$ cat src/rtl/seg7_page_display_pkg.sv
// Shared types for the paged 7-segment display: glyph codes, the glyph-to-
// segment table, the weekday glyph helper and the page-select mode encoding.
package seg7_page_display_pkg;

    typedef logic [4:0] glyph_t;

    // Page-select mode, derived combinationally from sel and auto_rotate.
    typedef enum logic [1:0] {
        MODE_DEFAULT = 2'd0,
        MODE_ROTATE  = 2'd1,
        MODE_MANUAL  = 2'd2
    } page_mode_e;

    // Codes 0..15 are the hex digits; 16..31 are letters and symbols.
    localparam glyph_t GLYPH_DASH  = 5'd16;
    localparam glyph_t GLYPH_BLANK = 5'd17;
    localparam glyph_t GLYPH_M     = 5'd18;
    localparam glyph_t GLYPH_o     = 5'd19;
    localparam glyph_t GLYPH_t     = 5'd20;
    localparam glyph_t GLYPH_u     = 5'd21;
    localparam glyph_t GLYPH_W     = 5'd22;
    localparam glyph_t GLYPH_E     = 5'd23;
    localparam glyph_t GLYPH_h     = 5'd24;
    localparam glyph_t GLYPH_F     = 5'd25;
    localparam glyph_t GLYPH_r     = 5'd26;
    localparam glyph_t GLYPH_S     = 5'd27;
    localparam glyph_t GLYPH_A     = 5'd28;
    localparam glyph_t GLYPH_d     = 5'd29;
    localparam glyph_t GLYPH_n     = 5'd30;
    localparam glyph_t GLYPH_P     = 5'd31;

    // Active-low GFEDCBA pattern for a glyph code. The table is written
    // active-high (lit = 1) for readability and inverted on return.
    function automatic logic [6:0] glyph_seg(input glyph_t code);
        logic [6:0] lit;
        lit = 7'h00;
        case (code)
            5'd0:  lit = 7'h3F;
            5'd1:  lit = 7'h06;
            5'd2:  lit = 7'h5B;
            5'd3:  lit = 7'h4F;
            5'd4:  lit = 7'h66;
            5'd5:  lit = 7'h6D;
            5'd6:  lit = 7'h7D;
            5'd7:  lit = 7'h07;
            5'd8:  lit = 7'h7F;
            5'd9:  lit = 7'h6F;
            5'd10: lit = 7'h77;
            5'd11: lit = 7'h7C;
            5'd12: lit = 7'h39;
            5'd13: lit = 7'h5E;
            5'd14: lit = 7'h79;
            5'd15: lit = 7'h71;
            5'd16: lit = 7'h40; // dash
            5'd17: lit = 7'h00; // blank
            5'd18: lit = 7'h37; // M (wide n)
            5'd19: lit = 7'h5C; // o
            5'd20: lit = 7'h78; // t
            5'd21: lit = 7'h1C; // u
            5'd22: lit = 7'h2A; // W (b, d, f)
            5'd23: lit = 7'h79; // E
            5'd24: lit = 7'h74; // h
            5'd25: lit = 7'h71; // F
            5'd26: lit = 7'h50; // r
            5'd27: lit = 7'h6D; // S
            5'd28: lit = 7'h77; // A
            5'd29: lit = 7'h5E; // d
            5'd30: lit = 7'h54; // n
            5'd31: lit = 7'h73; // P
        endcase
        return ~lit;
    endfunction

    // Two-letter weekday abbreviation, {left glyph, right glyph}.
    // 0 = Su, 1 = Mo, 2 = tu, 3 = WE, 4 = th, 5 = Fr, 6 = SA; 7 shows dashes.
    function automatic logic [9:0] week_day_glyphs(input logic [2:0] day_of_week);
        logic [9:0] g;
        g = {GLYPH_DASH, GLYPH_DASH};
        case (day_of_week)
            3'd0: g = {GLYPH_S, GLYPH_u};
            3'd1: g = {GLYPH_M, GLYPH_o};
            3'd2: g = {GLYPH_t, GLYPH_u};
            3'd3: g = {GLYPH_W, GLYPH_E};
            3'd4: g = {GLYPH_t, GLYPH_h};
            3'd5: g = {GLYPH_F, GLYPH_r};
            3'd6: g = {GLYPH_S, GLYPH_A};
            default: g = {GLYPH_DASH, GLYPH_DASH};
        endcase
        return g;
    endfunction

endpackage

$ cat src/rtl/seg7_page_display_scan.sv
// Digit scanner: walks a digit index every SCAN_DIV clocks and registers the
// matching segment slice together with its strobe so the two stay aligned.
module seg7_scan #(
    parameter int DIGITS   = 4,
    parameter int SCAN_DIV = 24000
) (
    input  logic                clk,
    input  logic                rst_n,
    input  logic [DIGITS*7-1:0] seg,
    output logic [6:0]          seg_mux,
    output logic [DIGITS-1:0]   dig_sel_n
);
    localparam int CNT_W = (SCAN_DIV > 1) ? $clog2(SCAN_DIV) : 1;
    localparam int IDX_W = (DIGITS > 1) ? $clog2(DIGITS) : 1;

    logic [CNT_W-1:0]  scan_cnt_q, scan_cnt_d;
    logic [IDX_W-1:0]  scan_idx_q, scan_idx_d;
    logic [6:0]        seg_mux_q, seg_mux_d;
    logic [DIGITS-1:0] dig_sel_n_q, dig_sel_n_d;

    // Slot timer, digit index, and the aligned segment/strobe pair.
    always_comb begin
        scan_cnt_d  = scan_cnt_q + CNT_W'(1);
        scan_idx_d  = scan_idx_q;
        if (scan_cnt_q == CNT_W'(SCAN_DIV - 1)) begin
            scan_cnt_d = '0;
            scan_idx_d = (scan_idx_q == IDX_W'(DIGITS - 1)) ? '0 : scan_idx_q + IDX_W'(1);
        end
        seg_mux_d   = seg[int'(scan_idx_q) * 7 +: 7];
        dig_sel_n_d = ~(DIGITS'(1) << scan_idx_q);
    end

    // Scanner registers; reset strobes digit 0 with a blank pattern.
    always_ff @(posedge clk or negedge rst_n) begin
        if (!rst_n) begin
            scan_cnt_q  <= '0;
            scan_idx_q  <= '0;
            seg_mux_q   <= 7'h7F;
            dig_sel_n_q <= ~DIGITS'(1);
        end else begin
            scan_cnt_q  <= scan_cnt_d;
            scan_idx_q  <= scan_idx_d;
            seg_mux_q   <= seg_mux_d;
            dig_sel_n_q <= dig_sel_n_d;
        end
    end

    assign seg_mux   = seg_mux_q;
    assign dig_sel_n = dig_sel_n_q;

endmodule

$ cat src/rtl/seg7_page_display.sv
// Paged 7-segment display: picks one of PAGES glyph pages (manual request,
// timed rotation or default page), applies digit blinking, decodes glyphs to
// static segments and feeds the multiplexed scanner.
module seg7_page_display
    import seg7_page_display_pkg::*;
#(
    parameter int DIGITS       = 4,
    parameter int PAGES        = 4,
    parameter int ROTATE_TICKS = 300,
    parameter int BLINK_TICKS  = 50,
    parameter int SCAN_DIV     = 24000
) (
    input  logic                        clk,
    input  logic                        rst_n,
    input  logic                        clk_en,
    input  logic [PAGES*DIGITS*5-1:0]   page_data,
    input  logic [PAGES-1:0]            sel,
    input  logic                        auto_rotate,
    input  logic [DIGITS-1:0]           blink_mask,
    output logic [DIGITS*7-1:0]         seg,
    output logic [6:0]                  seg_mux,
    output logic [DIGITS-1:0]           dig_sel_n,
    output logic [$clog2(PAGES)-1:0]    page
);
    localparam int PAGE_W = $clog2(PAGES);
    localparam int ROT_W  = $clog2(ROTATE_TICKS + 1);
    localparam int BL_W   = $clog2(BLINK_TICKS + 1);

    page_mode_e         mode;
    logic [PAGE_W-1:0]  sel_idx;
    logic [PAGE_W-1:0]  page_q, page_d;
    logic [ROT_W-1:0]   rot_cnt_q, rot_cnt_d;
    logic [BL_W-1:0]    blink_cnt_q, blink_cnt_d;
    logic               blink_phase_q, blink_phase_d;
    logic [DIGITS*7-1:0] seg_q, seg_d;

    // Mode and lowest-set request bit; scanning downward lets the lowest bit win.
    always_comb begin
        sel_idx = '0;
        for (int i = PAGES - 1; i >= 0; i--) begin
            if (sel[i]) sel_idx = PAGE_W'(i);
        end
        if (sel != '0)       mode = MODE_MANUAL;
        else if (auto_rotate) mode = MODE_ROTATE;
        else                 mode = MODE_DEFAULT;
    end

    // Next page and rotation counter; rotation continues from the held page.
    always_comb begin
        page_d    = PAGE_W'(PAGES - 1);
        rot_cnt_d = '0;
        case (mode)
            MODE_MANUAL: begin
                page_d = sel_idx;
            end
            MODE_ROTATE: begin
                page_d    = page_q;
                rot_cnt_d = rot_cnt_q;
                if (clk_en) begin
                    if (rot_cnt_q == ROT_W'(ROTATE_TICKS - 1)) begin
                        rot_cnt_d = '0;
                        page_d    = (page_q == PAGE_W'(PAGES - 1)) ? '0 : page_q + PAGE_W'(1);
                    end else begin
                        rot_cnt_d = rot_cnt_q + ROT_W'(1);
                    end
                end
            end
            default: begin
                page_d    = PAGE_W'(PAGES - 1);
                rot_cnt_d = '0;
            end
        endcase
    end

    // Free-running blink timer toggling the phase every BLINK_TICKS ticks.
    always_comb begin
        blink_cnt_d   = blink_cnt_q;
        blink_phase_d = blink_phase_q;
        if (clk_en) begin
            if (blink_cnt_q == BL_W'(BLINK_TICKS - 1)) begin
                blink_cnt_d   = '0;
                blink_phase_d = ~blink_phase_q;
            end else begin
                blink_cnt_d = blink_cnt_q + BL_W'(1);
            end
        end
    end

    // Decode the displayed page, blanking masked digits in the blink-off phase.
    always_comb begin
        seg_d = '1;
        for (int d = 0; d < DIGITS; d++) begin
            if (blink_phase_q && blink_mask[d])
                seg_d[d*7 +: 7] = 7'h7F;
            else
                seg_d[d*7 +: 7] = glyph_seg(page_data[(int'(page_q) * DIGITS + d) * 5 +: 5]);
        end
    end

    // State registers; reset lands on the default page with everything blank.
    always_ff @(posedge clk or negedge rst_n) begin
        if (!rst_n) begin
            page_q        <= PAGE_W'(PAGES - 1);
            rot_cnt_q     <= '0;
            blink_cnt_q   <= '0;
            blink_phase_q <= 1'b0;
            seg_q         <= '1;
        end else begin
            page_q        <= page_d;
            rot_cnt_q     <= rot_cnt_d;
            blink_cnt_q   <= blink_cnt_d;
            blink_phase_q <= blink_phase_d;
            seg_q         <= seg_d;
        end
    end

    assign seg  = seg_q;
    assign page = page_q;

    seg7_scan #(
        .DIGITS   (DIGITS),
        .SCAN_DIV (SCAN_DIV)
    ) u_scan (
        .clk       (clk),
        .rst_n     (rst_n),
        .seg       (seg_q),
        .seg_mux   (seg_mux),
        .dig_sel_n (dig_sel_n)
    );

endmodule
$ cat config.mk
export PLATFORM = sky130hd
export DESIGN_NAME = seg7_page_display
export DESIGN_NICKNAME = d
export VERILOG_FILES = /design/src/rtl/seg7_page_display_pkg.sv /design/src/rtl/seg7_page_display_scan.sv /design/src/rtl/seg7_page_display.sv
export SDC_FILE = /design/constraint.sdc
export NUM_CORES = 1
export LEC_CHECK = 0
export CAP_MARGIN = 20
export CORE_MARGIN = 5
export CORE_UTILIZATION = 52
export CTS_CLUSTER_SIZE = 12
export DETAILED_ROUTE_END_ITERATION = 7
export PLACE_DENSITY = 0.87
export SYNTH_ARGS = -nofsm -noshare
export SYNTH_HDL_FRONTEND = slang
export SYNTH_HIERARCHICAL = 1
export SYNTH_SLANG_ARGS = --single-unit
$ cat constraint.sdc
create_clock -name clk -period 3.6 [get_ports clk]
set_clock_uncertainty 0.05 [all_clocks]
set_input_delay 0.54 -clock clk [delete_from_list [all_inputs] [get_ports clk]]
set_output_delay 0.54 -clock clk [all_outputs]
set_load 0.01 [all_outputs]
==> metrics.txt <==
status=complete, no violations; # rows=38; Max Fclk=roughly 330 MHz; fraction of layout cells with a size suffix above 1=0.1681; Setup crit end kind=register; Inserted Diodes=0; Initial Util=0.5316; leakage=3.015 nW; Max Slew Vio Count=0; Mapped Cells=around 570; sequential fraction of the synthesis area=0.3286; CP max FO=11; average routed wire per standard cell=18.18 um; Post-CTS Hold Buffers=0; final setup fails=0; TritonCTS Buffers=9; routed wire length=15200 um; most frequent cells after synthesis=nand2_1, ha_1, nor2_1, dfstp_2, dfrtp_1; CTS max path bufs=2; # Max-Cap Violations=0; Worst Setup SP=page[0]$_DFFE_PN1P_; syn_area_per_cell=just over 10 um2; clock latency on the worst-skew pair=0.36 ns; vias in the first global route=5059; global-route wire length before repair=24610 um; fin crit period=between 3 and 4 ns; capture point of the worst path=seg[0]$_DFF_PN1_; count leader, synth=nand2_1; pin slew with the least headroom to its limit=0.9587 ns; Critical Path Start Type=register; Post-synth ARST share=1.000; Die W=~120 um; nets=824; die area=13340 um2; CTS tree=built; Register-to-Register Setup Slack=slightly below 0.6 ns; largest net degree at the start of global routing=48; ys flop type=dfstp_2; min-delay worst type=in2async; Area Growth Syn to Fin=28.27%; GPL Wtd Cong=approximately 0.89; Reg clk slew, reported paths=0.08 ns; Setup Buffers After CTS=0; Synth top area share=0.1816; post-route antenna net violation count=0; post-CTS resize count=0; fin crit share=0.8389; Critical R2R Capture=seg[0]$_DFF_PN1_; Mapped Area=5788 um2; H-tree Lvls=3; Syn Nets=about 700; gr usage total=0.2313; Synth Warn #=6; dpl hpwl=11750 um; FF+latch count, synth=74; synth top area cells=dfstp_2, dfrtp_1, mux4_2; RSZ-0062 raised after global routing=false; EDFF count, synth=0; DR iter-0 viols=roughly 450; core area=10890 um2; worst vdd ir=about 0.00030 V; Port Buffers=about 130; total power divided by cell area=approximately 450 nW/um2; reg2reg start=page[0]$_DFFE_PN1P_; vias=between 5000 and 6000; DRC viols=0; setup TNS=0 ns; Pre-antenna DRT Iters=6; Synth area leader=dfstp_2; critical path class=reg2reg; initial antenna violation count=0; WHS=0.1480 ns; Crit path arrival time=between 3 and 4 ns; IO Pins=133; Hold Fails Final Rpt=0; WP data required=3.84 ns; routed vias/inst=between 6 and 7; TritonCTS sink count=74; total gr overflow=0; die height=roughly 120 um; R2R cell count=8; slew margin rel.=0.3426; root buffer cell=clkbuf_8; Cell variety after synth=69
-- per-stage QoR --
| step | cells | util | instance area, um2 | total power, mW | setup WS, ns |
|---|---|---|---|---|---|
| after floorplan | 568 | - | 5788 | 1.931 | 0.9373 |
| after global placement | 820 | 0.6595 | 7181 | 2.500 | 0.7183 |
| after detailed placement | 820 | 0.6595 | 7181 | 2.538 | 0.6427 |
| after CTS | 836 | 0.6819 | 7425 | 3.316 | 0.5828 |
| after global routing | 836 | 0.6819 | 7425 | 3.479 | 0.4504 |
| final | 836 | 0.6819 | 7425 | 3.308 | 0.5799 |
-- state kept, by name, summed over array words and instances, names as in the netlist --
| register | flops |
|---|---|
| blink_phase_q | 1 |
| rot_cnt_q | 9 |
| u_scan/scan_idx_q | 2 |
| blink_cnt_q | 6 |
| page | 2 |
| u_scan/dig_sel_n | 4 |
| u_scan/scan_cnt_q | 15 |
| seg | 28 |
| u_scan/seg_mux | 7 |
-- layout make-up --
type	instances	area, um2
flip-flops and latches	74	1902
well taps	140	175.2
inverters	31	116.4
multi-input cells	435	3611
fillers	813	3463
repair buffers	140	1376
clock buffers	10	148.9
clock inverters	6	95.09
-- where the power goes --
part / internal, mW / switching (mW)
combinational: 0.668 / 0.607
sequential: 1.10 / 0.166
clock: 0.439 / 0.330
total: 2.21 / 1.10
-- worst min path at each step --
stage	start	end	slack, ns	depth (start not counted)
after floorplan	rst_n	blink_cnt_q[0]$_DFFE_PN0P_	0.19	0
after global placement	u_scan/scan_cnt_q[13]$_DFF_PN0_	u_scan/scan_cnt_q[13]$_DFF_PN0_	0.43	1
after detailed placement	u_scan/scan_cnt_q[13]$_DFF_PN0_	u_scan/scan_cnt_q[13]$_DFF_PN0_	0.44	1
after CTS	rst_n	blink_cnt_q[5]$_DFFE_PN0P_	0.16	1
after global routing	rst_n	u_scan/scan_cnt_q[3]$_DFF_PN0_	0.20	1
final	rst_n	u_scan/scan_cnt_q[4]$_DFF_PN0_	0.15	1
-- cells in the final DEF, fill, tap and decap left out, types with 20 or more instances in the layout --
master / n
inv_1: 31
nand3_1: 20
nand2_1: 45
mux4_2: 29
dfstp_2: 40
dfrtp_1: 34
ha_1: 41
nor2_1: 41
clkdlybuf4s50_1: 131
o21ai_0: 22
-- critical path, cell delays in order (launching register included) --
cell	delay (ns)
dfstp_2	0.78
buf_4	0.25
mux4_2	0.61
inv_1	0.17
ha_1	0.24
inv_1	0.07
mux4_2	0.44
and3_1	0.22
a21oi_2	0.12
-- per-layer routing --
| metal | share of wire | up-vias | GRT usage |
|---|---|---|---|
| met5 | 0 | - | 0 |
| met4 | 0.026 | 0 | 0.08138 |
| met3 | 0.068 | 37 | 0.03969 |
| met2 | 0.50 | 230 | 0.3954 |
| met1 | 0.41 | 2491 | 0.2971 |
| li1 | - | 2363 | - |
-- cell families after synthesis --
group	after synthesis	share of synthesized area
compound gates	109	0.1284
xor+xnor	24	0.03632
fa+ha+maj	41	0.08863
buf+inv	59	0.04756
flops	74	0.3286
mux	67	0.1937
simple gates	194	0.1768
Note: power is estimated with default switching activity, not from simulation.
